--- src/rtl/uart_tx_arbiter.sv ---
// rtl/uart_tx_arbiter.sv - shares one UART transmitter between a CPU char FIFO and a monitor stream
module uart_tx_arbiter #(
  parameter int CPU_FIFO_DEPTH = 4,
  parameter int LOCK_MAX       = 64,
  parameter int IDLE_TO        = 16
) (
  input  logic       clk,
  input  logic       rst_n,
  input  logic       cpu_we,
  input  logic [7:0] cpu_char,
  output logic       cpu_fifo_full,
  output logic       cpu_ovf,
  input  logic       cpu_ovf_clr,
  input  logic       mon_valid,
  input  logic [7:0] mon_char,
  output logic       mon_ready,
  output logic [7:0] uart_io_char,
  output logic       uart_io_we,
  input  logic       uart_io_full,
  output logic [1:0] arb_owner
);

  localparam int AW = (CPU_FIFO_DEPTH > 1) ? $clog2(CPU_FIFO_DEPTH) : 1;
  localparam int CW = $clog2(CPU_FIFO_DEPTH + 1);
  localparam int LW = $clog2(LOCK_MAX + 1);
  localparam int IW = $clog2(IDLE_TO + 1);

  typedef enum logic [1:0] {
    S_IDLE = 2'd0,
    S_CPU  = 2'd1,
    S_MON  = 2'd2
  } state_t;

  state_t        state_q, state_d;
  logic          last_mon_q, last_mon_d;
  logic [LW-1:0] lock_cnt_q, lock_cnt_d;
  logic [IW-1:0] idle_cnt_q, idle_cnt_d;

  logic [7:0]    fifo_mem_q [CPU_FIFO_DEPTH];
  logic [AW-1:0] rd_ptr_q, wr_ptr_q;
  logic [CW-1:0] count_q;
  logic          cpu_ovf_q;
  logic          uart_io_we_q;
  logic [7:0]    uart_io_char_q;

  logic       fifo_empty, fifo_full;
  logic       issue_ok, cpu_pop, mon_xfer, issue;
  logic       cpu_push, ovf_set, owner_data, cpu_req, release_gnt;
  logic [7:0] issue_char;

  assign fifo_empty = (count_q == '0);
  assign fifo_full  = (count_q == CW'(CPU_FIFO_DEPTH));

  // Transmitter free and at least one idle cycle since the previous pulse.
  assign issue_ok   = ~uart_io_full & ~uart_io_we_q;
  assign cpu_pop    = (state_q == S_CPU) & ~fifo_empty & issue_ok;
  assign mon_ready  = rst_n & (state_q == S_MON) & issue_ok;
  assign mon_xfer   = mon_valid & mon_ready;
  assign issue      = cpu_pop | mon_xfer;
  assign issue_char = cpu_pop ? fifo_mem_q[rd_ptr_q] : mon_char;

  // A pop in the same cycle frees the slot, so a write into a full FIFO is not lost.
  assign cpu_push   = cpu_we & (~fifo_full | cpu_pop);
  assign ovf_set    = cpu_we & fifo_full & ~cpu_pop;

  assign owner_data = ((state_q == S_CPU) & ~fifo_empty) | ((state_q == S_MON) & mon_valid);
  // A write arriving this cycle counts as a CPU request so simultaneous arrivals honour round robin.
  assign cpu_req    = ~fifo_empty | cpu_we;

  assign cpu_fifo_full = fifo_full;
  assign cpu_ovf       = cpu_ovf_q;
  assign uart_io_we    = uart_io_we_q;
  assign uart_io_char  = uart_io_char_q;
  assign arb_owner     = state_q;

  // Character storage; contents need no reset because pointers/count define validity.
  always_ff @(posedge clk) begin
    if (cpu_push) fifo_mem_q[wr_ptr_q] <= cpu_char;
  end

  // FIFO pointers, occupancy and sticky overflow flag.
  always_ff @(posedge clk) begin
    if (!rst_n) begin
      rd_ptr_q  <= '0;
      wr_ptr_q  <= '0;
      count_q   <= '0;
      cpu_ovf_q <= 1'b0;
    end else begin
      if (cpu_push) wr_ptr_q <= wr_ptr_q + AW'(1);
      if (cpu_pop)  rd_ptr_q <= rd_ptr_q + AW'(1);
      if (cpu_push && !cpu_pop)      count_q <= count_q + CW'(1);
      else if (cpu_pop && !cpu_push) count_q <= count_q - CW'(1);
      if (ovf_set)          cpu_ovf_q <= 1'b1;
      else if (cpu_ovf_clr) cpu_ovf_q <= 1'b0;
    end
  end

  // Arbiter state, grant counters and registered transmitter outputs.
  always_ff @(posedge clk) begin
    if (!rst_n) begin
      state_q        <= S_IDLE;
      last_mon_q     <= 1'b1;
      lock_cnt_q     <= '0;
      idle_cnt_q     <= '0;
      uart_io_we_q   <= 1'b0;
      uart_io_char_q <= 8'h00;
    end else begin
      state_q      <= state_d;
      last_mon_q   <= last_mon_d;
      lock_cnt_q   <= lock_cnt_d;
      idle_cnt_q   <= idle_cnt_d;
      uart_io_we_q <= issue;
      if (issue) uart_io_char_q <= issue_char;
    end
  end

  // Grant selection and release: newline, lock limit or owner idle timeout.
  always_comb begin
    state_d     = state_q;
    last_mon_d  = last_mon_q;
    lock_cnt_d  = lock_cnt_q;
    idle_cnt_d  = idle_cnt_q;
    release_gnt = 1'b0;
    case (state_q)
      S_IDLE: begin
        lock_cnt_d = '0;
        idle_cnt_d = '0;
        if (cpu_req && mon_valid) state_d = last_mon_q ? S_CPU : S_MON;
        else if (cpu_req)         state_d = S_CPU;
        else if (mon_valid)       state_d = S_MON;
      end
      S_CPU, S_MON: begin
        if (issue) begin
          lock_cnt_d = lock_cnt_q + LW'(1);
          if (issue_char == 8'h0A || lock_cnt_q == LW'(LOCK_MAX - 1)) release_gnt = 1'b1;
        end
        // A stalled transmitter freezes the idle count so the grant is held.
        if (owner_data) begin
          idle_cnt_d = '0;
        end else if (!uart_io_full) begin
          if (idle_cnt_q == IW'(IDLE_TO - 1)) release_gnt = 1'b1;
          else idle_cnt_d = idle_cnt_q + IW'(1);
        end
        if (release_gnt) begin
          state_d    = S_IDLE;
          last_mon_d = (state_q == S_MON);
        end
      end
      default: state_d = S_IDLE;
    endcase
  end

endmodule

--- config.mk ---
export PLATFORM = sky130hd
export DESIGN_NAME = uart_tx_arbiter
export DESIGN_NICKNAME = d
export VERILOG_FILES = /design/src/rtl/uart_tx_arbiter.sv
export SDC_FILE = /design/constraint.sdc
export NUM_CORES = 1
export LEC_CHECK = 0
export BUFFER_PORTS_ARGS = -buffer_cell sky130_fd_sc_hd__buf_2
export CORE_ASPECT_RATIO = 2
export CORE_MARGIN = 1
export CORE_UTILIZATION = 45
export CTS_CLUSTER_DIAMETER = 120
export DETAILED_ROUTE_END_ITERATION = 6
export PLACE_DENSITY = 0.73
export SLEW_MARGIN = 40
export SYNTH_ARGS = -nofsm -noshare
export SYNTH_HDL_FRONTEND = slang
export SYNTH_SLANG_ARGS = --single-unit
--- constraint.sdc ---
create_clock -name clk -period 8.2 [get_ports clk]
set_clock_uncertainty 0.1 [all_clocks]
set_input_delay 2.05 -clock clk [delete_from_list [all_inputs] [get_ports clk]]
set_output_delay 2.05 -clock clk [all_outputs]
set_load 0.05 [all_outputs]
==> results of run 1 <==
==> cell usage in the layout (no fill, tap or decap), types with 2 or more instances in the layout <==
| cell type | n |
|---|---|
| buf_2 | 35 |
| dfxtp_1 | 34 |
| nor2_1 | 32 |
| edfxtp_1 | 32 |
| a21oi_1 | 14 |
| mux2i_1 | 12 |
| ha_1 | 12 |
| inv_1 | 10 |
| nand2_1 | 9 |
| clkbuf_16 | 9 |
| o21ai_0 | 8 |
| a211oi_1 | 6 |
| xor2_1 | 5 |
| or2_2 | 5 |
| and2_1 | 4 |
| or3_1 | 4 |
| nand3_1 | 4 |
| mux4_2 | 4 |
| mux4_1 | 4 |
| nor3_1 | 3 |
| xnor2_1 | 3 |
| o22ai_1 | 3 |
| nand4_1 | 3 |
| inv_2 | 2 |
| nand2b_1 | 2 |
| o221ai_1 | 2 |
| nor3_2 | 2 |
| a311oi_1 | 2 |
| clkinvlp_4 | 2 |
| clkinv_2 | 2 |
==> worst max-delay path: cells and delay by family <==
| family | cells | cell delay (ns) |
|---|---|---|
| buffers and inverters | 3 | 0.57 |
| AND/OR/NAND/NOR | 1 | 0.18 |
==> Yosys cell counts (all sizes together), types with 4 or more instances <==
cell    number  area share, %
mux2i       12            4.0
clkbuf       5           0.63
nor2        32            4.0
xor2         5            1.5
and2         4           0.84
inv         12            1.5
o21ai        8            1.3
a211oi       7            1.9
nor3         5            1.2
a21oi       15            2.6
or3          4           0.84
edfxtp      32             32
dfxtp       34             23
ha          12            5.0
or2          5            1.0
nand2        9            1.1
mux4         8            6.5
nand3        4           0.67
buf          4            1.0
==> report_power, final <==
group          leakage [nW]  internal [mW]  total (mW)  switching [mW]
sequential            0.569          0.393       0.423          0.0302
combinational         0.674          0.105       0.299           0.194
clock                 0.136          0.233       0.369           0.136
total                  1.38          0.731        1.09           0.360
==> sequential cells by signal, indices dropped and copies added, names as in the netlist, 2 cells and up, named ones only <==
| signal | count |
|---|---|
| lock_cnt_q | 7 |
| wr_ptr_q | 2 |
| arb_owner | 2 |
| idle_cnt_q | 5 |
| rd_ptr_q | 2 |
| count_q | 3 |
| fifo_mem_q | 32 |
| uart_io_char | 8 |
==> worst paths after layout <==
kind	startpoint	to	slack, ns
setup / recovery	rst_n	mon_ready	3.24
setup reg to reg	arb_owner[1]	count_q[2]	4.69
hold reg to reg	lock_cnt_q[5]	lock_cnt_q[5]	0.38
hold / removal	lock_cnt_q[5]	lock_cnt_q[5]	0.38
==> cell families after synthesis <==
group | synth area share (%)
compound gates | 9.89
xor+xnor | 2.35
fa+ha+maj | 5.70
buf+inv | 3.18
flops | 55.0
mux | 10.9
simple gates | 13.0
==> through the flow <==
stage | setup slack, ns | hold WS, ns | utilization [%] | cells | area, um2
after CTS | 3.24 | 0.383 | 55.1 | 377 | 3510
final | 3.24 | 0.384 | 55.1 | 377 | 3510
after global placement | 3.28 | 0.369 | 50.6 | 361 | 3220
after floorplan | 3.36 | 0.348 | - | 249 | 2990
after global routing | 3.19 | 0.415 | 55.1 | 377 | 3510
after detailed placement | 3.17 | 0.375 | 50.6 | 361 | 3220
==> routing by layer <==
layer / vias up / GRT usage [%] / share of wire [%]
met5: - / 0 / 0
met1: 962 / 18.4 / 38
li1: 994 / - / -
met3: 16 / 6.92 / 3.2
met2: 42 / 31.9 / 55
met4: 0 / 11.3 / 3.7
==> layout make-up <==
type | count | area, um2
tap | 86 | 108
timing repair buffer | 35 | 175
clock inverter | 6 | 58.8
multi-input combinational | 162 | 1250
sequential | 66 | 1640
inverter | 12 | 45.0
fill | 581 | 2850
clock buffer | 10 | 229
==> impl_metrics.py, run 1 <==
metrics = {
    "timing": {
        "rsz0062_at_grt": "no",
        "min_period_over_period_pct": 60.5,
        "setup_viol": 0,
        "finalSetupTns_ns": 0,
        "worst_pin_slew_ns": 0.497,
        "post-route-min-period_ns": 4.96,
        "max_freq_mhz": 202,
        "timing.slew.headroom_pct": 66.8,
        "hold_viol_final": 0,
        "slew_viol_final": 0,
    },
    "worst_setup_path": {
        "r2r_cells": 12,
        "critPathCaptureType": "output port",
        "crit_chain": "buf_2 -> nand4bb_1 -> inv_1 -> buf_2",
        "max_stage_delay_ns": 0.26,
        "cp_common_cell": "buf_2",
        "start_kind": "input port",
        "worstPathRequired_ns": 6.05,
        "crit_type": "in2out",
        "cp_data_arrival_time_ns": 2.81,
        "crit_fanout": 10,
        "slowest_stage": "buf_2",
    },
    "logic_synthesis": {
        "synth_ff_type": "dfxtp_1",
        "syn_area_um2": 2990,
        "synth-edff-count": 32,
        "ys_seq_area_share_pct": 55.0,
        "async_flop_share_pct": 0,
        "ys_ff_latch": 66,
        "syn_nets": 284,
        "avgSynthCellArea_um2": 12.0,
        "yosysWarningCount": 0,
        "synth_cell_type_count": 49,
        "netlist_instances": 249,
    },
    "global_route": {
        "grt_usage_pct": 18.6,
        "grt_overflow": 0,
        "grt_pass1_vias": 2032,
        "grt_pass1_wl_um": 9190,
        "antenna_found_initial": 0,
        "grt_max_degree": 26,
    },
    "worst_hold_path": {
        "hp-class": "reg2reg",
        "whs_path_depth": 1,
    },
    "drt": {
        "dr.pass1.iters": 4,
        "first_iter_violations": 62,
        "drc": 0,
        "wl_um": 5720,
        "routedWlPerCell_um": 15.2,
        "drtAntennaViolNets": 0,
        "num_vias": 2014,
        "vias_per_cell": 5.34,
    },
    "placed_design": {
        "gp_congestion": 0.819,
        "hpwl_um": 4240,
        "io_buffers": 35,
    },
    "clock_tree": {
        "ctsHoldBuffers": 0,
        "cts_buffers": 9,
        "cts.htree.levels": 3,
        "clk_path_buf_depth": 2,
        "clk_pin_slew_ns": 0.05,
        "postCtsSetupRepairBufs": 0,
        "clk_latency_ns": 0.33,
        "cts_resized": 0,
        "cts_tree": "done",
        "clock-sinks": 66,
        "cts-root-buf": "clkbuf_16",
    },
    "floorplan": {
        "fp.dieArea_um2": 6990,
        "start_util_pct": 47.0,
        "coreArea_um2": 6360,
        "fp.dieH_um": 117,
        "rows": 41,
        "ios": 36,
        "die_w_um": 59.6,
    },
    "outcome": {
        "status": "complete, no violations",
    },
    "pwr": {
        "power.leakage_nw": 1.38,
        "power_density_nw_per_um2": 311,
        "ir_drop_mv": 0.165,
        "finalPower_mw": 1.09,
    },
    "cells_and_area": {
        "nets": 321,
        "area_delta_synth_final_pct": 17.4,
        "drive_gt1_share_pct": 23.0,
        "num_antenna_cells": 0,
    },
    "job": {
        "drv_cap": 0,
    },
}
(Power assumes the default switching activity.)
==> run 2: changes to the inputs <==
clock period = 5.1 ns   (was 8.2 ns; I/O delays follow)
==> run 2 against run 1 <==
Critical path depth rose by 7. Setup slack got worse by 2.1 ns. Clock power rose by 66%. First-iteration DRC count rose by 50%. Utilization rose by 0.22 points. Flip-flop and latch count did not move. Clock-buffer cell count fell by 1. Register-to-register slack got worse by 3.2 ns. Sequential share of layout area fell by 0.18 points. Largest cell class unchanged. Highest routed layer unchanged.
==> impl_metrics.py, run 2 (synthesized netlist as in run 1, its figures left out) <==
metrics = {
    "outcome": {
        "status": "complete, no violations",
    },
    "pwr": {
        "pwr-share-clk_pct": 34.5,
        "ir_drop_mv": 0.229,
        "intPower_mw": 1.18,
        "finalPower_mw": 1.78,
        "comb_power_share_pct": 27.3,
        "switching_share_pct": 33.6,
        "power.leakage_nw": 1.39,
        "switching_power_mw": 0.598,
        "power_density_nw_per_um2": 506,
        "seq_power_share_pct": 38.2,
    },
    "clock_tree": {
        "postCtsSetupRepairBufs": 0,
        "clk_latency_ns": 0.33,
        "clk_pin_slew_ns": 0.05,
        "ctsHoldBuffers": 0,
        "clock-sinks": 66,
        "cts_buffers": 9,
        "clk_path_buf_depth": 2,
        "cts_tree": "done",
        "cts.htree.levels": 3,
        "cts-root-buf": "clkbuf_16",
        "cts_resized": 0,
    },
    "worst_hold_path": {
        "whs_path_depth": 1,
        "hp-class": "reg2reg",
        "min_to": "lock_cnt_q[5]",
        "hp-start": "lock_cnt_q[5]",
    },
    "timing": {
        "min_period_over_period_pct": 77.9,
        "whs_ns": 0.392,
        "post-route-min-period_ns": 3.97,
        "timing.slew.headroom_pct": 63.7,
        "worst_pin_slew_ns": 0.544,
        "rsz0062_at_grt": "no",
        "slew_viol_final": 0,
        "finalSetupTns_ns": 0,
        "setup_viol": 0,
        "hold_viol_final": 0,
        "max_freq_mhz": 252,
    },
    "drt": {
        "num_vias": 2022,
        "vias_per_cell": 5.36,
        "drtAntennaViolNets": 0,
        "first_iter_violations": 93,
        "wl_um": 5820,
        "routedWlPerCell_um": 15.4,
        "dr.pass1.iters": 4,
        "drc": 0,
    },
    "placed_design": {
        "io_buffers": 35,
        "hpwl_um": 4280,
        "gp_congestion": 0.808,
        "place_area_um2": 3220,
    },
    "worst_setup_path": {
        "crit_type": "in2reg",
        "crit_fanout": 20,
        "path_buf_inv": 3,
        "worstPathRequired_ns": 5.26,
        "max_stage_delay_ns": 0.40,
        "rrSetupSlack_ns": 1.51,
        "slowest_stage": "nor2_1",
        "crit_chain": "buf_2 -> or3b_1 -> nor2_1 -> inv_2 -> a21boi_2 -> ha_1 -> inv_1 -> fa_1 -> xor2_1 -> or3_1 -> a21oi_1",
        "crit_family": "simple AND/OR/NAND/NOR gates",
        "cp_data_arrival_time_ns": 4.13,
        "r2r_start": "arb_owner[1]",
        "start_kind": "input port",
        "worstReg2RegEnd": "count_q[2]",
        "r2r_cells": 12,
        "critPathCaptureType": "register",
    },
    "cells_and_area": {
        "mostFrequentLayoutCells": "buf_2, dfxtp_1, nor2_1, edfxtp_1, a21oi_1",
        "num_antenna_cells": 0,
        "top_register": "fifo_mem_q",
        "final_area_um2": 3520,
        "drive_gt1_share_pct": 23.4,
        "final_common_cell": "buf_2",
        "area_delta_synth_final_pct": 17.9,
        "fillCellCount": 576,
        "largest_register_ffs": 32,
        "nets": 321,
    },
    "floorplan": {
        "fp.dieArea_um2": 6990,
        "coreArea_um2": 6360,
        "die_w_um": 59.6,
        "rows": 41,
        "start_util_pct": 47.0,
        "ios": 36,
        "fp.dieH_um": 117,
    },
    "global_route": {
        "grt_max_degree": 26,
        "grt_pass1_vias": 2039,
        "grt_overflow": 0,
        "grt_usage_pct": 19.1,
        "grt_pass1_wl_um": 9420,
        "antenna_found_initial": 0,
    },
    "job": {
        "drv_cap": 0,
    },
}
run 2: cell count changes in the layout (fill, tap and decap cells not counted):
cell        delta
clkbuf_1       -1
clkinv_2       -2
clkinv_4       +2
clkinvlp_4     -1
inv_6          +2
run 2: worst max-delay path by stage:
stage / startpoint / to / slack (ns) / cells past startpoint
2_1_floorplan: uart_io_full / count_q[2] / 1.32 / 11
3_3_place_gp: uart_io_full / count_q[2] / 0.97 / 11
3_5_place_dp: uart_io_full / count_q[2] / 0.85 / 11
4_1_cts: uart_io_full / count_q[2] / 1.15 / 11
5_1_grt: uart_io_full / count_q[2] / 0.95 / 11
6_report: uart_io_full / count_q[2] / 1.13 / 11
run 2: cell type report:
| cell class | instances | area (um2) | share of cell area (%) |
|---|---|---|---|
| Clock buffer | 9 | 225 | 6.40 |
| Clock inverter | 7 | 76.3 | 2.17 |
| Inverter | 12 | 45.0 | 1.28 |
| Multi-Input combinational cell | 162 | 1250 | 35.5 |
| Sequential cell | 66 | 1640 | 46.6 |
| Tap cell | 86 | 108 | 3.06 |
| Timing Repair Buffer | 35 | 175 | 4.98 |
run 2: per-layer routing:
metal | global-route usage [%] | share of wire [%] | wire [um]
met1 | 18.5 | 37 | 2180
met2 | 33.9 | 55 | 3220
met3 | 5.27 | 3.6 | 207
met4 | 12.9 | 3.8 | 222
met5 | 0 | 0 | 0
run 2: through the flow:
stage / cells / worst slack (ns) / util, %
2_1_floorplan: 249 / 1.32 / -
3_3_place_gp: 361 / 0.966 / 50.6
3_5_place_dp: 361 / 0.846 / 50.6
4_1_cts: 377 / 1.15 / 55.4
5_1_grt: 377 / 0.948 / 55.4
6_report: 377 / 1.13 / 55.4
run 2: power by group through the flow:
| stage | clock (mW) | combinational, mW | sequential, mW |
|---|---|---|---|
| 3_3_place_gp | 0 | 0.477 | 0.688 |
| 4_1_cts | 0.623 | 0.488 | 0.682 |
| 3_5_place_dp | 0 | 0.486 | 0.692 |
| 2_1_floorplan | 0 | 0.316 | 0.744 |
| 6_report | 0.614 | 0.486 | 0.680 |
| 5_1_grt | 0.648 | 0.535 | 0.691 |
==> run 3: changes to the inputs <==
clock period = 3.79 ns   (was 5.1 ns; I/O delays follow)
==> run 3 against run 2 <==
Setup slack lost 0.47 ns. Clock-buffer cell count grew 1. Final cell count grew 0.53%. Design area grew 0.28%. Highest routed layer unchanged. Register-to-register slack lost 0.77 ns. Utilization grew 0.16 points. Power grew 34%. Worst hold slack is essentially flat. Largest cell class unchanged. Sequential share of layout area shrank 0.13 points. Via count grew 2.0%. Combinational power grew 36%.
==> impl_metrics.py, run 3 (synthesized netlist as in run 1, its figures left out) <==
metrics = {
    "worst_setup_path": {
        "worstPathRequired_ns": 3.95,
        "startpoint": "uart_io_full",
        "max_stage_delay_ns": 0.39,
        "path_buf_inv": 3,
        "rrSetupSlack_ns": 0.74,
        "start_kind": "input port",
        "crit_chain": "buf_2 -> or3b_1 -> nor2_1 -> inv_2 -> a21boi_2 -> ha_1 -> inv_1 -> fa_1 -> xor2_1 -> or3_1 -> a21oi_1",
        "worstReg2RegEnd": "count_q[2]",
        "crit_family": "simple AND/OR/NAND/NOR gates",
        "r2r_start": "arb_owner[0]",
        "critPathCaptureType": "register",
        "r2r_cells": 11,
        "cp_data_arrival_time_ns": 3.30,
        "crit_fanout": 8,
        "crit_type": "in2reg",
        "slowest_stage": "or3b_1",
    },
    "global_route": {
        "antenna_found_initial": 0,
        "grt_pass1_wl_um": 9360,
        "grt_usage_pct": 19.0,
        "grt_pass1_vias": 2038,
        "grt_max_degree": 26,
        "grt_overflow": 0,
    },
    "timing": {
        "slew_viol_final": 0,
        "setup_viol": 0,
        "hold_viol_final": 0,
        "max_freq_mhz": 319,
        "min_period_over_period_pct": 82.7,
        "post-route-min-period_ns": 3.13,
        "finalSetupTns_ns": 0,
        "whs_ns": 0.392,
        "timing.slew.headroom_pct": 65.8,
        "rsz0062_at_grt": "no",
        "worst_pin_slew_ns": 0.512,
    },
    "drt": {
        "drtAntennaViolNets": 0,
        "vias_per_cell": 5.44,
        "drc": 0,
        "num_vias": 2063,
        "first_iter_violations": 87,
        "dr.pass1.iters": 4,
        "wl_um": 5820,
        "routedWlPerCell_um": 15.4,
    },
    "clock_tree": {
        "postCtsSetupRepairBufs": 0,
        "cts.htree.levels": 3,
        "cts_tree": "done",
        "cts-root-buf": "clkbuf_16",
        "cts_buffers": 9,
        "clk_pin_slew_ns": 0.05,
        "clock-sinks": 66,
        "cts_resized": 0,
        "ctsHoldBuffers": 0,
        "clk_latency_ns": 0.33,
        "clk_path_buf_depth": 2,
    },
    "worst_hold_path": {
        "whs_path_depth": 2,
        "hp-start": "cpu_ovf",
        "min_to": "cpu_ovf",
        "hp-class": "reg2reg",
    },
    "cells_and_area": {
        "layout.area.seq_um2": 1640,
        "largest_register_ffs": 32,
        "top_register": "fifo_mem_q",
        "drive_gt1_share_pct": 23.9,
        "final_common_cell": "buf_2",
        "num_antenna_cells": 0,
        "fillCellCount": 570,
        "area_delta_synth_final_pct": 18.2,
        "mostFrequentLayoutCells": "buf_2, dfxtp_1, nor2_1, edfxtp_1, a21oi_1",
        "multi_input_area_um2": 1250,
        "nets": 323,
    },
    "outcome": {
        "status": "complete, no violations",
    },
    "floorplan": {
        "start_util_pct": 47.0,
        "fp.dieH_um": 117,
        "ios": 36,
        "rows": 41,
        "fp.dieArea_um2": 6990,
        "die_w_um": 59.6,
        "coreArea_um2": 6360,
    },
    "placed_design": {
        "gp_congestion": 0.800,
        "hpwl_um": 4120,
        "io_buffers": 35,
    },
    "job": {
        "drv_cap": 0,
    },
    "pwr": {
        "ir_drop_mv": 0.369,
        "power_density_nw_per_um2": 678,
        "power.leakage_nw": 1.39,
        "finalPower_mw": 2.39,
    },
}
-- run 3: cell count changes in the layout (fill, tap and decap cells not counted) --
cell        before  now
clkinvlp_4       1    2
buf_4            0    2
clkinv_1         1    0
clkbuf_1         0    1
inv_6            2    0
clkinv_2         0    1
-- run 3: layer usage --
| layer | wire, um | global-route usage [%] | vias to the layer above |
|---|---|---|---|
| li1 | - | - | 997 |
| met1 | 2190 | 19.3 | 988 |
| met2 | 3100 | 31.8 | 58 |
| met3 | 265 | 6.15 | 20 |
| met4 | 268 | 14.0 | 0 |
| met5 | 0 | 0 | - |
-- run 3: final cells by class --
class / count / area share, %
clock buffer: 10 / 6.48
clock inverter: 6 / 1.91
inverter: 12 / 1.28
multi-input combinational: 162 / 35.4
sequential: 66 / 46.5
tap: 86 / 3.05
timing repair buffer: 37 / 5.39
-- run 3: worst max-delay path by stage --
stage	endpoint	slack [ns]	cells after the start
2_1_floorplan	count_q[2]	0.33	11
3_3_place_gp	count_q[2]	0.43	11
3_5_place_dp	count_q[2]	0.33	11
4_1_cts	count_q[2]	0.66	11
5_1_grt	count_q[2]	0.47	11
6_report	count_q[2]	0.66	11
-- run 3: stage by stage --
step / worst slack (ns) / instances / instance area, um2 / util (%)
6_report: 0.656 / 379 / 3530 / 55.5
5_1_grt: 0.470 / 379 / 3530 / 55.5
4_1_cts: 0.657 / 379 / 3530 / 55.5
3_5_place_dp: 0.332 / 363 / 3230 / 50.8
3_3_place_gp: 0.430 / 363 / 3230 / 50.8
2_1_floorplan: 0.334 / 249 / 2990 / -
-- run 3: worst min-delay path: stages (launching register included) --
cell and delay [ns]:
dfxtp_1 0.32, a32oi_1 0.06, nor2_1 0.08
-- run 3: report_power, final --
group	internal [mW]	switching [mW]
sequential	0.850	0.0649
clock	0.509	0.305
combinational	0.234	0.429
total	1.59	0.799
